File: config.mk
export PLATFORM = sky130hd
export DESIGN_NAME = uart_rx_mmio
export DESIGN_NICKNAME = d
export VERILOG_FILES = /design/src/rtl/uart_rx_mmio.sv
export SDC_FILE = /design/constraint.sdc
export NUM_CORES = 1
export LEC_CHECK = 0
export ABC_AREA = 1
export BUFFER_PORTS_ARGS = -buffer_cell sky130_fd_sc_hd__buf_2
export CAP_MARGIN = 5
export CORE_ASPECT_RATIO = 1.25
export CORE_MARGIN = 2
export CORE_UTILIZATION = 50
export CTS_BUF_LIST = sky130_fd_sc_hd__clkbuf_4 sky130_fd_sc_hd__clkbuf_8
export CTS_CLUSTER_DIAMETER = 40
export CTS_CLUSTER_SIZE = 28
export DETAILED_ROUTE_END_ITERATION = 16
export GPL_ROUTABILITY_DRIVEN = 0
export PLACE_DENSITY = 0.8
export SYNTH_ARGS = -nofsm -noshare
export SYNTH_HDL_FRONTEND = slang
export SYNTH_SLANG_ARGS = --single-unit
File: constraint.sdc
create_clock -name clk -period 2.31 [get_ports clk]
set_input_delay 0.1155 -clock clk [delete_from_list [all_inputs] [get_ports clk]]
set_output_delay 0.1155 -clock clk [all_outputs]
set_load 0.02 [all_outputs]
File: src/rtl/uart_rx_mmio.sv
// UART receiver with a small RX FIFO behind a memory-mapped register window.
// RXDATA pops the oldest byte on read; STATUS reports FIFO state and sticky OVR/FERR flags.
module uart_rx_mmio #(
  parameter int unsigned CLOCK_DIVIDER = 868,
  parameter int unsigned FIFO_LOG2     = 2,
  parameter logic [31:0] BASE          = 32'h7000_0000
) (
  input  logic        clk,
  input  logic        rstn,
  input  logic        rx,
  input  logic        mem_valid,
  input  logic        mem_write,
  input  logic [3:0]  mem_wmask,
  input  logic [31:0] mem_wdata,
  input  logic [31:0] mem_addr,
  output logic [31:0] mem_rdata,
  output logic        rdata_hit,
  output logic        irq_rx
);

  localparam int unsigned           DEPTH       = 1 << FIFO_LOG2;
  localparam logic [15:0]           HALF_M1     = 16'(CLOCK_DIVIDER / 2 - 1);
  localparam logic [15:0]           FULL_M1     = 16'(CLOCK_DIVIDER - 1);
  localparam logic [31:0]           ADDR_RXDATA = BASE + 32'h4;
  localparam logic [31:0]           ADDR_STATUS = BASE + 32'h10;
  localparam logic [FIFO_LOG2-1:0]  PTR_ONE     = FIFO_LOG2'(1);
  localparam logic [FIFO_LOG2:0]    CNT_ONE     = (FIFO_LOG2 + 1)'(1);
  localparam logic [FIFO_LOG2:0]    CNT_FULL    = (FIFO_LOG2 + 1)'(DEPTH);

  typedef enum logic [2:0] {IDLE, START, DATA, STOP, WAITHIGH} state_e;

  state_e                 state_q, state_d;
  logic [15:0]            cnt_q, cnt_d;
  logic [2:0]             bit_q, bit_d;
  logic [7:0]             shift_q, shift_d;
  logic                   rx_s1_q, rx_s2_q, rx_s;
  logic                   push, ferr_set;

  logic [7:0]             fifo_q [DEPTH];
  logic [FIFO_LOG2-1:0]   wr_ptr_q, wr_ptr_d, rd_ptr_q, rd_ptr_d;
  logic [FIFO_LOG2:0]     count_q, count_d;
  logic                   ovr_q, ovr_d, ferr_q, ferr_d;
  logic                   rd_req, hit_rx, hit_st, empty, full, pop, push_ok, ovr_set, clr;
  logic [31:0]            status, rdata_d;
  logic                   hit_d;
  logic                   unused_bits;

  assign rx_s = rx_s2_q;

  // Frame FSM: counter holds cycles until the next sample point
  always_comb begin
    state_d  = state_q;
    cnt_d    = cnt_q;
    bit_d    = bit_q;
    shift_d  = shift_q;
    push     = 1'b0;
    ferr_set = 1'b0;
    unique case (state_q)
      IDLE: begin
        if (!rx_s) begin
          cnt_d   = HALF_M1;
          state_d = START;
        end
      end
      START: begin
        if (cnt_q != 16'd0) begin
          cnt_d = cnt_q - 16'd1;
        end else if (!rx_s) begin
          cnt_d   = FULL_M1;
          bit_d   = 3'd0;
          state_d = DATA;
        end else begin
          state_d = IDLE;
        end
      end
      DATA: begin
        if (cnt_q != 16'd0) begin
          cnt_d = cnt_q - 16'd1;
        end else begin
          shift_d = {rx_s, shift_q[7:1]};
          cnt_d   = FULL_M1;
          bit_d   = bit_q + 3'd1;
          if (bit_q == 3'd7) state_d = STOP;
        end
      end
      STOP: begin
        if (cnt_q != 16'd0) begin
          cnt_d = cnt_q - 16'd1;
        end else if (rx_s) begin
          push    = 1'b1;
          state_d = IDLE;
        end else begin
          ferr_set = 1'b1;
          state_d  = WAITHIGH;
        end
      end
      WAITHIGH: begin
        if (rx_s) state_d = IDLE;
      end
      default: state_d = IDLE;
    endcase
  end

  assign rd_req  = mem_valid & ~mem_write;
  assign hit_rx  = (mem_addr == ADDR_RXDATA);
  assign hit_st  = (mem_addr == ADDR_STATUS);
  assign empty   = (count_q == '0);
  assign full    = (count_q == CNT_FULL);
  assign pop     = rd_req & hit_rx & ~empty;
  // A pop in the same cycle frees the slot, so a full FIFO still accepts the byte
  assign push_ok = push & (~full | pop);
  assign ovr_set = push & full & ~pop;
  assign clr     = mem_valid & mem_write & hit_st & mem_wmask[0];
  assign status  = {28'b0, ferr_q, ovr_q, ~empty, 1'b1};

  assign unused_bits = ^{mem_wdata[31:4], mem_wdata[1:0], mem_wmask[3:1]};

  always_comb begin
    wr_ptr_d = push_ok ? wr_ptr_q + PTR_ONE : wr_ptr_q;
    rd_ptr_d = pop ? rd_ptr_q + PTR_ONE : rd_ptr_q;
    count_d  = count_q;
    if (push_ok && !pop) count_d = count_q + CNT_ONE;
    else if (pop && !push_ok) count_d = count_q - CNT_ONE;
    ovr_d    = ovr_set | (ovr_q & ~(clr & mem_wdata[2]));
    ferr_d   = ferr_set | (ferr_q & ~(clr & mem_wdata[3]));
    hit_d    = rd_req & (hit_rx | hit_st);
    rdata_d  = 32'h0;
    if (rd_req && hit_rx) rdata_d = empty ? 32'hFFFF_FFFF : {24'b0, fifo_q[rd_ptr_q]};
    else if (rd_req && hit_st) rdata_d = status;
  end

  always_ff @(posedge clk) begin
    if (!rstn) begin
      rx_s1_q   <= 1'b1;
      rx_s2_q   <= 1'b1;
      state_q   <= IDLE;
      cnt_q     <= '0;
      bit_q     <= '0;
      wr_ptr_q  <= '0;
      rd_ptr_q  <= '0;
      count_q   <= '0;
      ovr_q     <= 1'b0;
      ferr_q    <= 1'b0;
      mem_rdata <= 32'h0;
      rdata_hit <= 1'b0;
      irq_rx    <= 1'b0;
    end else begin
      rx_s1_q   <= rx;
      rx_s2_q   <= rx_s1_q;
      state_q   <= state_d;
      cnt_q     <= cnt_d;
      bit_q     <= bit_d;
      wr_ptr_q  <= wr_ptr_d;
      rd_ptr_q  <= rd_ptr_d;
      count_q   <= count_d;
      ovr_q     <= ovr_d;
      ferr_q    <= ferr_d;
      mem_rdata <= rdata_d;
      rdata_hit <= hit_d;
      irq_rx    <= ~empty;
    end
  end

  // Datapath storage carries no reset; pointers and count qualify its contents
  always_ff @(posedge clk) begin
    shift_q <= shift_d;
    if (push_ok) fifo_q[wr_ptr_q] <= shift_q;
  end

endmodule

==> metrics.yaml <==
setup_path:
  worstPathMaxFanout: 4
  arrival_ns: 2.68
  reg2reg_slack_ns: -0.11
  endpoint_kind: "flop"
  critPathRequiredTime_ns: 2.57
  path_class: "reg -> reg"
  start_kind: "flop"
outcome:
  status: "finished, violations left"
  violations: "setup timing"
timing:
  setup_ws_ns: -0.110
  clock.fmax_ghz: 0.413
  grt_setup_unrepaired: "true"
  fin_setup_tns_ns: -0.110
  hold_viol_final: 0
  tightest_slew_ns: 0.503
  finalCritPeriodShare_pct: 105
  slew_headroom_pct: 66.4
  maxSlewViolCount: 0
  clock_skew_ns: 0.0125
  final-setup-viol-count: 1
  layout_min_cycle_time_ns: 2.42
pwr:
  sequentialPowerShare_pct: 38.9
  combPwrFrac_pct: 40.1
  cellLeakagePower_nw: 2.21
  totalPowerFinal_w: 0.00486
  clockPowerShare_pct: 21.0
  power_density_nw_per_um2: 985
  peakVddDrop_mv: 0.731
  power.switching_w: 0.00193
  switching_share_pct: 39.8
  internal_power_w: 0.00293
detailed_routing:
  drt_iter0_markers: 134
  drtAntennaViolNets: 0
  drt-total-wl_um: 8990
  wl_per_cell_um: 13.4
  drt_pre_antenna_iters: 4
  route.detailed.drc: 0
  num_vias: 3547
  drt-vias-per-instance: 5.29
grt:
  grt_pass1_vias: 3533
  grt.busiest_layer: "met2"
  grt_pass1_wl_um: 14600
  use_met1_pct: 20.2
  grtUsageTotal_pct: 20.3
  use_met2_pct: 38.6
  use_met3_pct: 4.58
  grt_max_degree: 25
  antenna_found_initial: 0
  grt.overflow.total: 0
placed_design:
  placed_cell_area_um2: 4570
  dp.final_hpwl_um: 6270
  portBuffers: 73
  dp_slack_ns: -0.0549
cells_and_area:
  final_common_cell: "nor2_1"
  final_nets: 652
  diodes: 0
  stdcell_area_um2: 4940
  drive_gt1_share_pct: 28.0
  layout_common_cells: "nor2_1 (88), nand2_1 (80), buf_2 (73)"
  area_growth_pct: 18.7
  n_fill_cell: 670
flow_run:
  drv_cap: 0
floorplan:
  die_w_um: 85.6
  start_util_pct: 51.1
  die_y_um: 106
  rows: 37
  core_area_um2: 8150
  die_area_um2: 9070
  num_io_pins: 107
synthesis:
  ys_ff_latch: 86
  synthDistinctLibCells: 40
  ys_warn_count: 0
  synth_area_um2: 4160
  synthCells: 487
  seq_area_frac_synth_pct: 51.0
  synth_nets: 570
  synth_area_per_cell_um2: 8.54
clock_tree:
  cts_root_buffer: "clkbuf_8"
  cts_tree: "yes"
  cts_max_level: 3
  insertion_delay_ns: 0.36
  clk_pin_slew_ns: 0.09
  cts_buffers: 9
  cts_buffer_depth: 2
  cts_sinks: 86
worst_hold_path:
  hold_class: "in -> reg"
## routing by layer
metal	vias up	routed length, um	part of all wire (%)
met3	25	495	5.5
met5	-	0	0
met4	0	255	2.8
li1	1742	-	-
met1	1663	3230	36
met2	117	5010	56
## per-stage QoR
| stage | cells | hold slack [ns] | util [%] |
|---|---|---|---|
| 3_5_place_dp | 642 | 0.305 | 56.0 |
| 2_1_floorplan | 487 | 0.222 | - |
| 5_1_grt | 671 | 0.0975 | 60.6 |
| 3_3_place_gp | 642 | 0.302 | 56.0 |
| 6_report | 671 | 0.0773 | 60.6 |
| 4_1_cts | 666 | 0.0580 | 59.2 |
## kinds of logic (layout without fill, tap and decap cells)
logic type / after synthesis / after routing / share of synthesized area [%]
AND/OR/NAND/NOR: 233 / 233 / 25.6
adder cells (fa/ha/maj): 10 / 10 / 3.19
AO/OA/AOI/OAI: 65 / 65 / 8.63
flip-flops: 86 / 86 / 51.0
XOR/XNOR: 6 / 6 / 1.26
buffers and inverters: 87 / 174 / 10.3
## worst paths after layout
path                                    from    endpoint  cells past startpoint
worst max-delay path                cnt_q[0]  count_q[2]                     17
worst min-delay path            mem_wdata[3]      ferr_q                      4
worst max register to register      cnt_q[0]  count_q[2]                     17
worst min register to register       rx_s1_q        rx_s                      1
## state kept, by name, summed over array words and instances, names as in the netlist, 2 cells and up, named ones only
name	count
bit_q	3
cnt_q	16
count_q	3
fifo_q	32
mem_rdata	9
rd_ptr_q	2
shift_q	8
state_q	3
wr_ptr_q	2
## cell usage after synthesis, drive strengths merged
cell	instances	area [um2]
and3	1	6.26
nor3b	1	7.51
edfxtp	40	1200
dfxtp	46	921
clkinv	1	3.75
inv	55	211
clkbuf	6	22.5
a31oi	5	31.3
o22ai	2	12.5
ha	9	113
a22oi	2	15.0
nand3	24	153
o21ai	31	155
o21a	1	7.51
nor3	9	55.1
nor2	95	382
o211ai	1	7.51
buf	25	193
a21oi	23	130
xnor2	1	8.76
xor2	5	43.8
nand2	87	360
fa	1	20.0
nand4	14	87.6
or2	2	12.5
## critical path, stage by stage, from the launching register on
cell	delay, ns
dfxtp_2	0.34
inv_2	0.09
ha_4	0.13
inv_2	0.03
nor2_2	0.10
nand2_2	0.08
nor2_4	0.13
nand2_4	0.09
nor3_4	0.20
nand2_2	0.08
inv_2	0.07
ha_4	0.14
inv_4	0.04
fa_2	0.37
a21oi_2	0.16
o21ai_2	0.07
o21ai_1	0.14
a21oi_1	0.06
## power groups by stage
stage / sequential, W / clock, W / combinational [W]
floorplan: 0.00188 / 0 / 0.00124
global placement: 0.00190 / 0 / 0.00152
detailed placement: 0.00191 / 0 / 0.00157
CTS: 0.00188 / 0.00104 / 0.00173
global route: 0.00191 / 0.00110 / 0.00217
finish: 0.00189 / 0.00102 / 0.00195
## area by class of cell
type / count / area (um2) / area share (%)
Clock buffer: 9 / 124 / 2.51
Clock inverter: 7 / 73.8 / 1.49
Inverter: 56 / 218 / 4.41
Multi-Input combinational cell: 314 / 1690 / 34.3
Sequential cell: 86 / 2120 / 43.0
Tap cell: 97 / 121 / 2.46
Timing Repair Buffer: 102 / 586 / 11.9
## what timing repair did
action,4_1_cts,5_1_grt
resized for setup,0,23
hold buffers,1,0
hold endpoints to repair,1,0
pin swaps,1,13
setup buffers,7,5
endpoints found under the setup margin,1,7
Power figures use the tool's default switching activity.
